[src/rtl/wb_pkg.sv]
// Shared definitions for the sequential Wishbone data-width resizer.
// Contents: classic-cycle CTI/BTE constants, FSM state encoding and the
// master response code.
package wb_pkg;

  localparam logic [2:0] CTI_CLASSIC = 3'b000;
  localparam logic [1:0] BTE_LINEAR  = 2'b00;

  typedef enum logic [1:0] {
    IDLE = 2'd0,
    BUS  = 2'd1,
    DONE = 2'd2
  } state_e;

  typedef enum logic [1:0] {
    ACK = 2'd0,
    ERR = 2'd1,
    RTY = 2'd2
  } resp_e;

endpackage

[src/rtl/wb_data_resize_seq_if.sv]
// Wishbone classic bus bundle, parameterised on address and data width.
// master modport: drives request (adr, dat_w, sel, we, cyc, stb, cti, bte),
//                 receives response (dat_r, ack, err, rty).
// slave modport:  the mirror image.
interface wb_data_resize_seq_if #(
  parameter int unsigned AW = 32,
  parameter int unsigned DW = 32
);

  logic [AW-1:0]   adr;
  logic [DW-1:0]   dat_w;
  logic [DW-1:0]   dat_r;
  logic [DW/8-1:0] sel;
  logic            we;
  logic            cyc;
  logic            stb;
  logic [2:0]      cti;
  logic [1:0]      bte;
  logic            ack;
  logic            err;
  logic            rty;

  modport master (
    output adr, dat_w, sel, we, cyc, stb, cti, bte,
    input  dat_r, ack, err, rty
  );

  modport slave (
    input  adr, dat_w, sel, we, cyc, stb, cti, bte,
    output dat_r, ack, err, rty
  );

endinterface

[src/rtl/wb_lane_pick.sv]
// Priority encoder: returns the index of the lowest set bit of a lane mask.
// Ports:
//   i_mask  - N-bit lane mask
//   o_idx   - index of the lowest set bit (0 when the mask is empty)
//   o_valid - high when any mask bit is set
module wb_lane_pick #(
  parameter int unsigned N  = 4,
  parameter int unsigned IW = (N > 1) ? $clog2(N) : 1
) (
  input  logic [N-1:0]  i_mask,
  output logic [IW-1:0] o_idx,
  output logic          o_valid
);

  // Scan from the top so the lowest set bit is the last one written.
  always_comb begin
    o_idx   = '0;
    o_valid = 1'b0;
    for (int i = int'(N) - 1; i >= 0; i--) begin
      if (i_mask[i]) begin
        o_idx   = IW'(i);
        o_valid = 1'b1;
      end
    end
  end

endmodule

[src/rtl/wb_data_resize_seq.sv]
// Sequential Wishbone width converter, wide master (MW) to narrow slave (SW).
// Each master access is split into one classic slave access per selected
// SW-wide lane, lowest lane first; read lanes are assembled into wbm.dat_r.
// err/rty from the slave abort the remaining lanes; a master cyc drop while
// the slave bus is busy abandons the access without a master response.
// Ports:
//   wb_clk_i  - clock
//   wb_rst_ni - asynchronous active-low reset
//   wbm       - master-facing bus (MW data), this block is its slave
//   wbs       - slave-facing bus (SW data), this block is its master
module wb_data_resize_seq
  import wb_pkg::*;
#(
  parameter int unsigned AW = 32,
  parameter int unsigned MW = 32,
  parameter int unsigned SW = 8
) (
  input logic                  wb_clk_i,
  input logic                  wb_rst_ni,
  wb_data_resize_seq_if.slave  wbm,
  wb_data_resize_seq_if.master wbs
);

  localparam int unsigned RATIO = MW / SW;
  localparam int unsigned LB    = $clog2(RATIO);
  localparam int unsigned SB    = $clog2(SW / 8);
  localparam int unsigned SELW  = SW / 8;
  // Address bits below one master word; replaced by {lane, byte offset 0}.
  localparam logic [AW-1:0] LOW_MASK = AW'((64'd1 << (LB + SB)) - 64'd1);

  // Latched request and sequencing state
  state_e           r_state, w_state_nxt;
  logic             r_we, w_we_nxt;
  logic [AW-1:0]    r_adr, w_adr_nxt;
  logic [MW-1:0]    r_dat, w_dat_nxt;
  logic [MW/8-1:0]  r_sel, w_sel_nxt;
  logic [RATIO-1:0] r_mask, w_mask_nxt;
  logic [LB-1:0]    r_lane, w_lane_nxt;
  logic [MW-1:0]    r_acc, w_acc_nxt;

  // Registered outputs
  logic             r_cyc, w_cyc_nxt;
  logic [AW-1:0]    r_sadr, w_sadr_nxt;
  logic [SW/8-1:0]  r_ssel, w_ssel_nxt;
  logic [SW-1:0]    r_sdat, w_sdat_nxt;
  logic             r_swe, w_swe_nxt;
  logic             r_ack, w_ack_nxt;
  logic             r_err, w_err_nxt;
  logic             r_rty, w_rty_nxt;
  logic [MW-1:0]    r_mdat, w_mdat_nxt;

  logic             w_req;
  logic [RATIO-1:0] w_in_mask;
  logic [RATIO-1:0] w_mask_clr;
  logic [RATIO-1:0] w_pick_in;
  logic [LB-1:0]    w_pick_idx;
  logic             w_pick_valid;
  logic [MW-1:0]    w_acc_upd;
  logic             w_finish;
  resp_e            w_resp;
  logic             unused_w;

  function automatic logic [AW-1:0] slave_adr(input logic [AW-1:0] a, input logic [LB-1:0] l);
    return (a & ~LOW_MASK) | (AW'(l) << SB);
  endfunction

  function automatic logic [SELW-1:0] lane_sel(input logic [MW/8-1:0] s,
                                               input logic [LB-1:0]   l);
    return s[l*SELW +: SELW];
  endfunction

  function automatic logic [SW-1:0] lane_dat(input logic [MW-1:0] d, input logic [LB-1:0] l);
    return d[l*SW +: SW];
  endfunction

  // Burst signalling from the master is not forwarded; the slave side is classic only.
  assign unused_w = ^{wbm.cti, wbm.bte};

  assign w_req = wbm.cyc & wbm.stb & ~r_ack & ~r_err & ~r_rty;

  always_comb begin
    w_in_mask = '0;
    for (int k = 0; k < int'(RATIO); k++) begin
      w_in_mask[k] = |wbm.sel[k*SELW +: SELW];
    end
  end

  assign w_mask_clr = r_mask & ~(RATIO'(1) << r_lane);
  // One encoder serves both the first-lane pick in IDLE and the next-lane pick in BUS.
  assign w_pick_in  = (r_state == IDLE) ? w_in_mask : w_mask_clr;

  wb_lane_pick #(
    .N  (RATIO),
    .IW (LB)
  ) u_lane_pick (
    .i_mask  (w_pick_in),
    .o_idx   (w_pick_idx),
    .o_valid (w_pick_valid)
  );

  always_comb begin
    w_state_nxt = r_state;
    w_we_nxt    = r_we;
    w_adr_nxt   = r_adr;
    w_dat_nxt   = r_dat;
    w_sel_nxt   = r_sel;
    w_mask_nxt  = r_mask;
    w_lane_nxt  = r_lane;
    w_acc_nxt   = r_acc;
    w_cyc_nxt   = r_cyc;
    w_sadr_nxt  = r_sadr;
    w_ssel_nxt  = r_ssel;
    w_sdat_nxt  = r_sdat;
    w_swe_nxt   = r_swe;
    w_ack_nxt   = 1'b0;
    w_err_nxt   = 1'b0;
    w_rty_nxt   = 1'b0;
    w_mdat_nxt  = '0;
    w_finish    = 1'b0;
    w_resp      = ACK;

    w_acc_upd = r_acc;
    if (!r_we) begin
      w_acc_upd[r_lane*SW +: SW] = wbs.dat_r;
    end

    unique case (r_state)
      IDLE: begin
        if (w_req) begin
          w_we_nxt   = wbm.we;
          w_adr_nxt  = wbm.adr;
          w_dat_nxt  = wbm.dat_w;
          w_sel_nxt  = wbm.sel;
          w_mask_nxt = w_in_mask;
          w_acc_nxt  = '0;
          if (!w_pick_valid) begin
            // Nothing selected: acknowledge without touching the slave.
            w_state_nxt = DONE;
            w_ack_nxt   = 1'b1;
          end else begin
            w_state_nxt = BUS;
            w_lane_nxt  = w_pick_idx;
            w_cyc_nxt   = 1'b1;
            w_sadr_nxt  = slave_adr(wbm.adr, w_pick_idx);
            w_ssel_nxt  = lane_sel(wbm.sel, w_pick_idx);
            w_sdat_nxt  = wbm.we ? lane_dat(wbm.dat_w, w_pick_idx) : '0;
            w_swe_nxt   = wbm.we;
          end
        end
      end

      BUS: begin
        if (!wbm.cyc) begin
          // Master gave up: release the slave bus, no master response.
          w_state_nxt = IDLE;
          w_cyc_nxt   = 1'b0;
          w_sadr_nxt  = '0;
          w_ssel_nxt  = '0;
          w_sdat_nxt  = '0;
          w_swe_nxt   = 1'b0;
          w_mask_nxt  = '0;
          w_acc_nxt   = '0;
        end else if (wbs.err) begin
          w_finish = 1'b1;
          w_resp   = ERR;
        end else if (wbs.rty) begin
          w_finish = 1'b1;
          w_resp   = RTY;
        end else if (wbs.ack) begin
          w_acc_nxt  = w_acc_upd;
          w_mask_nxt = w_mask_clr;
          if (w_pick_valid) begin
            // Back-to-back: stb stays high, lane fields move on.
            w_lane_nxt = w_pick_idx;
            w_sadr_nxt = slave_adr(r_adr, w_pick_idx);
            w_ssel_nxt = lane_sel(r_sel, w_pick_idx);
            w_sdat_nxt = r_we ? lane_dat(r_dat, w_pick_idx) : '0;
          end else begin
            w_finish = 1'b1;
            w_resp   = ACK;
          end
        end
      end

      DONE: begin
        w_state_nxt = IDLE;
        w_acc_nxt   = '0;
      end

      default: begin
        w_state_nxt = IDLE;
      end
    endcase

    if (w_finish) begin
      w_state_nxt = DONE;
      w_cyc_nxt   = 1'b0;
      w_sadr_nxt  = '0;
      w_ssel_nxt  = '0;
      w_sdat_nxt  = '0;
      w_swe_nxt   = 1'b0;
      w_mask_nxt  = '0;
      unique case (w_resp)
        ACK: begin
          w_ack_nxt  = 1'b1;
          w_mdat_nxt = r_we ? '0 : w_acc_upd;
        end
        ERR:     w_err_nxt = 1'b1;
        RTY:     w_rty_nxt = 1'b1;
        default: w_ack_nxt = 1'b0;
      endcase
    end
  end

  always_ff @(posedge wb_clk_i or negedge wb_rst_ni) begin
    if (!wb_rst_ni) begin
      r_state <= IDLE;
      r_we    <= 1'b0;
      r_adr   <= '0;
      r_dat   <= '0;
      r_sel   <= '0;
      r_mask  <= '0;
      r_lane  <= '0;
      r_acc   <= '0;
      r_cyc   <= 1'b0;
      r_sadr  <= '0;
      r_ssel  <= '0;
      r_sdat  <= '0;
      r_swe   <= 1'b0;
      r_ack   <= 1'b0;
      r_err   <= 1'b0;
      r_rty   <= 1'b0;
      r_mdat  <= '0;
    end else begin
      r_state <= w_state_nxt;
      r_we    <= w_we_nxt;
      r_adr   <= w_adr_nxt;
      r_dat   <= w_dat_nxt;
      r_sel   <= w_sel_nxt;
      r_mask  <= w_mask_nxt;
      r_lane  <= w_lane_nxt;
      r_acc   <= w_acc_nxt;
      r_cyc   <= w_cyc_nxt;
      r_sadr  <= w_sadr_nxt;
      r_ssel  <= w_ssel_nxt;
      r_sdat  <= w_sdat_nxt;
      r_swe   <= w_swe_nxt;
      r_ack   <= w_ack_nxt;
      r_err   <= w_err_nxt;
      r_rty   <= w_rty_nxt;
      r_mdat  <= w_mdat_nxt;
    end
  end

  assign wbm.dat_r = r_mdat;
  assign wbm.ack   = r_ack;
  assign wbm.err   = r_err;
  assign wbm.rty   = r_rty;

  assign wbs.adr   = r_sadr;
  assign wbs.dat_w = r_sdat;
  assign wbs.sel   = r_ssel;
  assign wbs.we    = r_swe;
  assign wbs.cyc   = r_cyc;
  assign wbs.stb   = r_cyc;
  assign wbs.cti   = CTI_CLASSIC;
  assign wbs.bte   = BTE_LINEAR;

endmodule

[src/flat_wrapper.sv]
// flat-port wrapper written by rule: the top's interface ports become plain ports
module wb_data_resize_seq_flat import wb_pkg::*;
#(
  parameter int unsigned AW = 32,
  parameter int unsigned MW = 32,
  parameter int unsigned SW = 8
)
  (wb_clk_i, wb_rst_ni, wbm_adr, wbm_dat_w, wbm_sel, wbm_we, wbm_cyc, wbm_stb, wbm_cti, wbm_bte, wbm_dat_r, wbm_ack, wbm_err, wbm_rty, wbs_adr, wbs_dat_w, wbs_sel, wbs_we, wbs_cyc, wbs_stb, wbs_cti, wbs_bte, wbs_dat_r, wbs_ack, wbs_err, wbs_rty);
  wb_data_resize_seq_if #(.AW(AW), .DW(32)) wbm_i ();
  wb_data_resize_seq_if #(.AW(AW), .DW(8)) wbs_i ();
  input logic wb_clk_i;
  input logic wb_rst_ni;
  input wire logic [$bits(wbm_i.adr)-1:0] wbm_adr;
  input wire logic [$bits(wbm_i.dat_w)-1:0] wbm_dat_w;
  input wire logic [$bits(wbm_i.sel)-1:0] wbm_sel;
  input wire logic [$bits(wbm_i.we)-1:0] wbm_we;
  input wire logic [$bits(wbm_i.cyc)-1:0] wbm_cyc;
  input wire logic [$bits(wbm_i.stb)-1:0] wbm_stb;
  input wire logic [$bits(wbm_i.cti)-1:0] wbm_cti;
  input wire logic [$bits(wbm_i.bte)-1:0] wbm_bte;
  output wire logic [$bits(wbm_i.dat_r)-1:0] wbm_dat_r;
  output wire logic [$bits(wbm_i.ack)-1:0] wbm_ack;
  output wire logic [$bits(wbm_i.err)-1:0] wbm_err;
  output wire logic [$bits(wbm_i.rty)-1:0] wbm_rty;
  output wire logic [$bits(wbs_i.adr)-1:0] wbs_adr;
  output wire logic [$bits(wbs_i.dat_w)-1:0] wbs_dat_w;
  output wire logic [$bits(wbs_i.sel)-1:0] wbs_sel;
  output wire logic [$bits(wbs_i.we)-1:0] wbs_we;
  output wire logic [$bits(wbs_i.cyc)-1:0] wbs_cyc;
  output wire logic [$bits(wbs_i.stb)-1:0] wbs_stb;
  output wire logic [$bits(wbs_i.cti)-1:0] wbs_cti;
  output wire logic [$bits(wbs_i.bte)-1:0] wbs_bte;
  input wire logic [$bits(wbs_i.dat_r)-1:0] wbs_dat_r;
  input wire logic [$bits(wbs_i.ack)-1:0] wbs_ack;
  input wire logic [$bits(wbs_i.err)-1:0] wbs_err;
  input wire logic [$bits(wbs_i.rty)-1:0] wbs_rty;
  assign wbm_i.adr = wbm_adr;
  assign wbm_i.dat_w = wbm_dat_w;
  assign wbm_i.sel = wbm_sel;
  assign wbm_i.we = wbm_we;
  assign wbm_i.cyc = wbm_cyc;
  assign wbm_i.stb = wbm_stb;
  assign wbm_i.cti = wbm_cti;
  assign wbm_i.bte = wbm_bte;
  assign wbm_dat_r = wbm_i.dat_r;
  assign wbm_ack = wbm_i.ack;
  assign wbm_err = wbm_i.err;
  assign wbm_rty = wbm_i.rty;
  assign wbs_adr = wbs_i.adr;
  assign wbs_dat_w = wbs_i.dat_w;
  assign wbs_sel = wbs_i.sel;
  assign wbs_we = wbs_i.we;
  assign wbs_cyc = wbs_i.cyc;
  assign wbs_stb = wbs_i.stb;
  assign wbs_cti = wbs_i.cti;
  assign wbs_bte = wbs_i.bte;
  assign wbs_i.dat_r = wbs_dat_r;
  assign wbs_i.ack = wbs_ack;
  assign wbs_i.err = wbs_err;
  assign wbs_i.rty = wbs_rty;
  wb_data_resize_seq #(.AW(AW), .MW(MW), .SW(SW)) u_core (.wb_clk_i(wb_clk_i), .wb_rst_ni(wb_rst_ni), .wbm(wbm_i), .wbs(wbs_i));
endmodule
[config.mk]
export PLATFORM = sky130hd
export DESIGN_NAME = wb_data_resize_seq_flat
export DESIGN_NICKNAME = d
export VERILOG_FILES = /design/src/rtl/wb_pkg.sv /design/src/rtl/wb_data_resize_seq_if.sv /design/src/rtl/wb_lane_pick.sv /design/src/rtl/wb_data_resize_seq.sv /design/src/flat_wrapper.sv
export SDC_FILE = /design/constraint.sdc
export NUM_CORES = 1
export LEC_CHECK = 0
export ABC_AREA = 1
export CAP_MARGIN = 20
export CORE_ASPECT_RATIO = 0.5
export CORE_MARGIN = 2
export CORE_UTILIZATION = 53
export DETAILED_ROUTE_END_ITERATION = 10
export GPL_TIMING_DRIVEN = 0
export PLACE_DENSITY = 0.81
export RECOVER_POWER = 50
export SETUP_SLACK_MARGIN = 0.3
export SYNTH_ARGS = -nofsm -noshare
export SYNTH_HDL_FRONTEND = slang
export SYNTH_SLANG_ARGS = --single-unit
[constraint.sdc]
create_clock -name wb_clk_i -period 2.8 [get_ports wb_clk_i]
set_input_delay 0.56 -clock wb_clk_i [delete_from_list [all_inputs] [get_ports wb_clk_i]]
set_output_delay 0.56 -clock wb_clk_i [all_outputs]
set_load 0.02 [all_outputs]
==> impl_metrics.py, run 1 <==
metrics = {
    "worst_hold_path": {
        "hold_class": "reg2reg",
    },
    "clocking": {
        "cts_made_buffers": 17,
        "cts.htree.levels": 4,
        "cts_sinks": 185,
        "cts_root_buf": "clkbuf_16",
        "clock_path_buffers": 2,
        "cts_tree": "yes",
        "insertion_delay_ns": 0.43,
        "path_clk_slew_ns": 0.08,
    },
    "layout": {
        "final_nets": 1467,
        "finish.utilization_pct": 70.4,
        "syn_to_final_growth_pct": 28.7,
        "antenna_cells": 0,
        "drive_gt1_share_pct": 8.05,
    },
    "detailed_routing": {
        "drc_errors": 0,
        "first_pass_iters": 6,
        "routedWlPerCell_microns": 15.4,
        "drtAntennaViolNets": 0,
        "wl_microns": 24700,
        "vias": 8472,
        "viasPerCell": 5.28,
        "drtIter0Drc": 885,
    },
    "grt": {
        "grt_antenna_before_repair": 0,
        "grtUsageMet2_pct": 47.8,
        "grt_use_met1_pct": 38.8,
        "grt_start_max_net_pins": 96,
        "grt.total_usage_pct": 28.1,
        "grtUsageMet3_pct": 3.50,
        "grt_pass1_wl_microns": 40000,
        "grt_pass1_vias": 8014,
        "overflow": 0,
        "grt_busiest_layer": "met2",
    },
    "floorplan": {
        "coreArea_sq_um": 16500,
        "fp.dieH_microns": 96.4,
        "die_w_microns": 189,
        "num_io_pins": 173,
        "dieArea_sq_um": 18200,
        "start_util_pct": 54.8,
        "row_count": 33,
    },
    "place": {
        "routabilityCongestion": 0.898,
        "hpwl_microns": 17800,
        "place_ws_ns": -0.257,
        "portBuffers": 160,
    },
    "setup_path": {
        "critical_path.max_stage_delay_ns": 0.62,
        "arrival_ns": 2.72,
        "crit_slowest_cell": "clkdlybuf4s50_1",
        "criticalPathCategory": "in2reg",
        "crit_chain": "clkdlybuf4s50_1 -> nand2_2 -> clkbuf_2 -> nor3_2 -> inv_1 -> ha_1 -> nand3_4 -> clkbuf_4 -> nor2_1",
        "required_ns": 3.12,
        "worst-path-max-fanout": 10,
        "startpoint_type": "primary input",
        "end_kind": "register",
        "rrSetupSlack_ns": 0.45,
    },
    "sta": {
        "slew_headroom_pct": -39.1,
        "fin_setup_tns_ns": 0,
        "finalHoldViolCount": 0,
        "layout_setup_ws_ns": 0.395,
        "worst_slew_pin_slew_ns": 2.09,
        "clock.fmax_mhz": 416,
        "fin_crit_sh_pct": 85.9,
        "worst_clock_skew_ns": 0.00912,
        "holdWs_ns": 0.476,
        "finalSetupViolCount": 0,
        "drv_slew": 91,
        "rsz0062_at_grt": "false",
        "layout_min_cycle_time_ns": 2.41,
    },
    "synthesis": {
        "synthCells": 1178,
        "ys_seq_area_share_pct": 51.2,
        "synth_top_area_share_pct": 51.2,
        "synth_cell_types": 28,
        "syn_avg_cell_area_sq_um": 7.68,
        "netlist_area_sq_um": 9040,
        "yosysWarnings": 0,
        "synth_largest_area_cell": "dfrtp_1",
        "synth_seq_cells": 185,
        "synth_area_leaders": "dfrtp_1, nand2_1, inv_1",
    },
    "outcome": {
        "status": "finished, violations left",
        "violations": "max-capacitance violations, max-slew violations",
    },
    "power": {
        "ir_worst_vdd_uv": 736,
        "total_power_mw": 12.7,
        "power_density_nw_per_um2": 1100,
        "p_leak_nw": 5.72,
    },
    "run": {
        "drv_cap": 1,
    },
}
==> power breakdown <==
group / total (mW) / switching (mW) / internal [mW] / leakage, nW
sequential: 3.82 / 0.335 / 3.49 / 2.41
clock: 2.29 / 1.13 / 1.16 / 0.248
combinational: 6.63 / 4.42 / 2.21 / 3.06
total: 12.7 / 5.88 / 6.86 / 5.72
==> sequential cells by signal, summed over array words and instances, names as in the netlist <==
register and count:
u_core.r_state 2, u_core.r_we 1, u_core.r_acc 32, u_core.r_sel 4
u_core.wbs.adr 32, u_core.wbm.ack 1, u_core.wbs.sel 1, u_core.r_mask 4
u_core.wbm.dat_r 32, u_core.r_lane 2, u_core.wbs.cyc 1, u_core.wbm.rty 1
u_core.r_dat 32, u_core.wbm.err 1, u_core.r_adr 30, u_core.wbs.dat_w 8
u_core.wbs.we 1
==> critical path: cells and delay by family <==
kind | cells | cell delay (ns)
adders and majority gates | 1 | 0.24
and+or+nand+nor | 4 | 0.69
buffers and inverters | 4 | 1.24
==> through the flow <==
step	instance area, sq um	instances
after global routing	11600	1606
after floorplan	9060	1182
after global placement	10900	1569
after detailed placement	11000	1570
after CTS	11500	1602
final	11600	1606
==> placed cells by master, fill, tap and decap left out, drive strengths merged <==
master         synthesis  layout
nand2                330     330
inv                  201     205
dfrtp                185     185
o21ai                146     146
nand3                143     143
clkdlybuf4s50          0     120
nor2                  59      60
clkbuf                24      49
dlygate4sd3            0      39
buf                   39      38
o22ai                 26      26
ha                    12      12
clkinvlp               0       6
conb                   1       5
clkinv                 2       5
a21oi                  4       4
nor4                   2       2
nor3                   2       2
o2111ai                1       1
a22oi                  1       1
==> Yosys cell counts <==
master and instances:
nand2_1 327, inv_1 193, dfrtp_1 185, o21ai_0 143
nand3_1 142, nor2_1 56, buf_2 28, o22ai_1 26
clkbuf_1 24, ha_1 12, inv_2 8, buf_4 7
a21oi_1 4, buf_6 3, nor2_2 3, clkinv_1 2
nand2_2 2, nor4_2 2, o21ai_2 2, a22oi_1 1
buf_1 1, conb_1 1, nand2_4 1, nand3_2 1
nor3_1 1, nor3_2 1, o2111ai_1 1, o21ai_1 1
==> repair_timing <==
action | CTS | global route
hold endpoints to repair | 0 | 0
resized for setup | 11 | 28
setup buffers | 0 | 3
pin swaps | 0 | 2
endpoints found under the setup margin | 135 | 112
hold buffers | 0 | 0
gates cloned | 0 | 1
==> metal layers <==
metal | wire length [microns] | vias up
met4 | 270 | 0
met3 | 1660 | 28
met1 | 11000 | 4033
met5 | 0 | -
li1 | - | 4048
met2 | 11800 | 363
==> path summary, 6_finish.rpt <==
check                                   start  cells past startpoint              endpoint
setup reg to reg            u_core.r_state[1]                      9  u_core.wbm.dat_r[22]
setup / recovery                      wbm_cyc                      9  u_core.wbm.dat_r[22]
hold / removal             u_core.wbs.adr[21]                      2    u_core.wbs.adr[21]
min in group asynchronous           wb_rst_ni                      1    u_core.wbs.adr[30]
max in group asynchronous           wb_rst_ni                      1      u_core.r_lane[0]
hold reg to reg            u_core.wbs.adr[21]                      2    u_core.wbs.adr[21]
==> kinds of logic after synthesis <==
family	after synthesis	share of synthesized area [%]
AND/OR/NAND/NOR	536	24.8
buffers and inverters	266	12.0
flip-flops	185	51.2
AO/OA/AOI/OAI	178	10.4
adder cells (fa/ha/maj)	12	1.66
other	1	0.0415
==> layout make-up <==
type	count	area, sq um
Clock inverter	13	114
Fill cell	1357	4880
Tap cell	227	284
Timing Repair Buffer	164	1650
Sequential cell	185	4630
Buffer	63	350
Clock buffer	19	433
Multi-Input combinational cell	732	3400
Inverter	203	778
Power figures use the tool's default switching activity.
==> run 2: changes to the inputs <==
--- a/config.mk
+++ b/config.mk
@@ -12,6 +12,7 @@
 export CORE_UTILIZATION = 53
 export DETAILED_ROUTE_END_ITERATION = 10
 export GPL_TIMING_DRIVEN = 0
+export HOLD_SLACK_MARGIN = 0.1
 export PLACE_DENSITY = 0.81
 export RECOVER_POWER = 50
 export SETUP_SLACK_MARGIN = 0.3
==> results of run 2 <==
The final DEF is identical to that of run 1; final timing and power are the same.
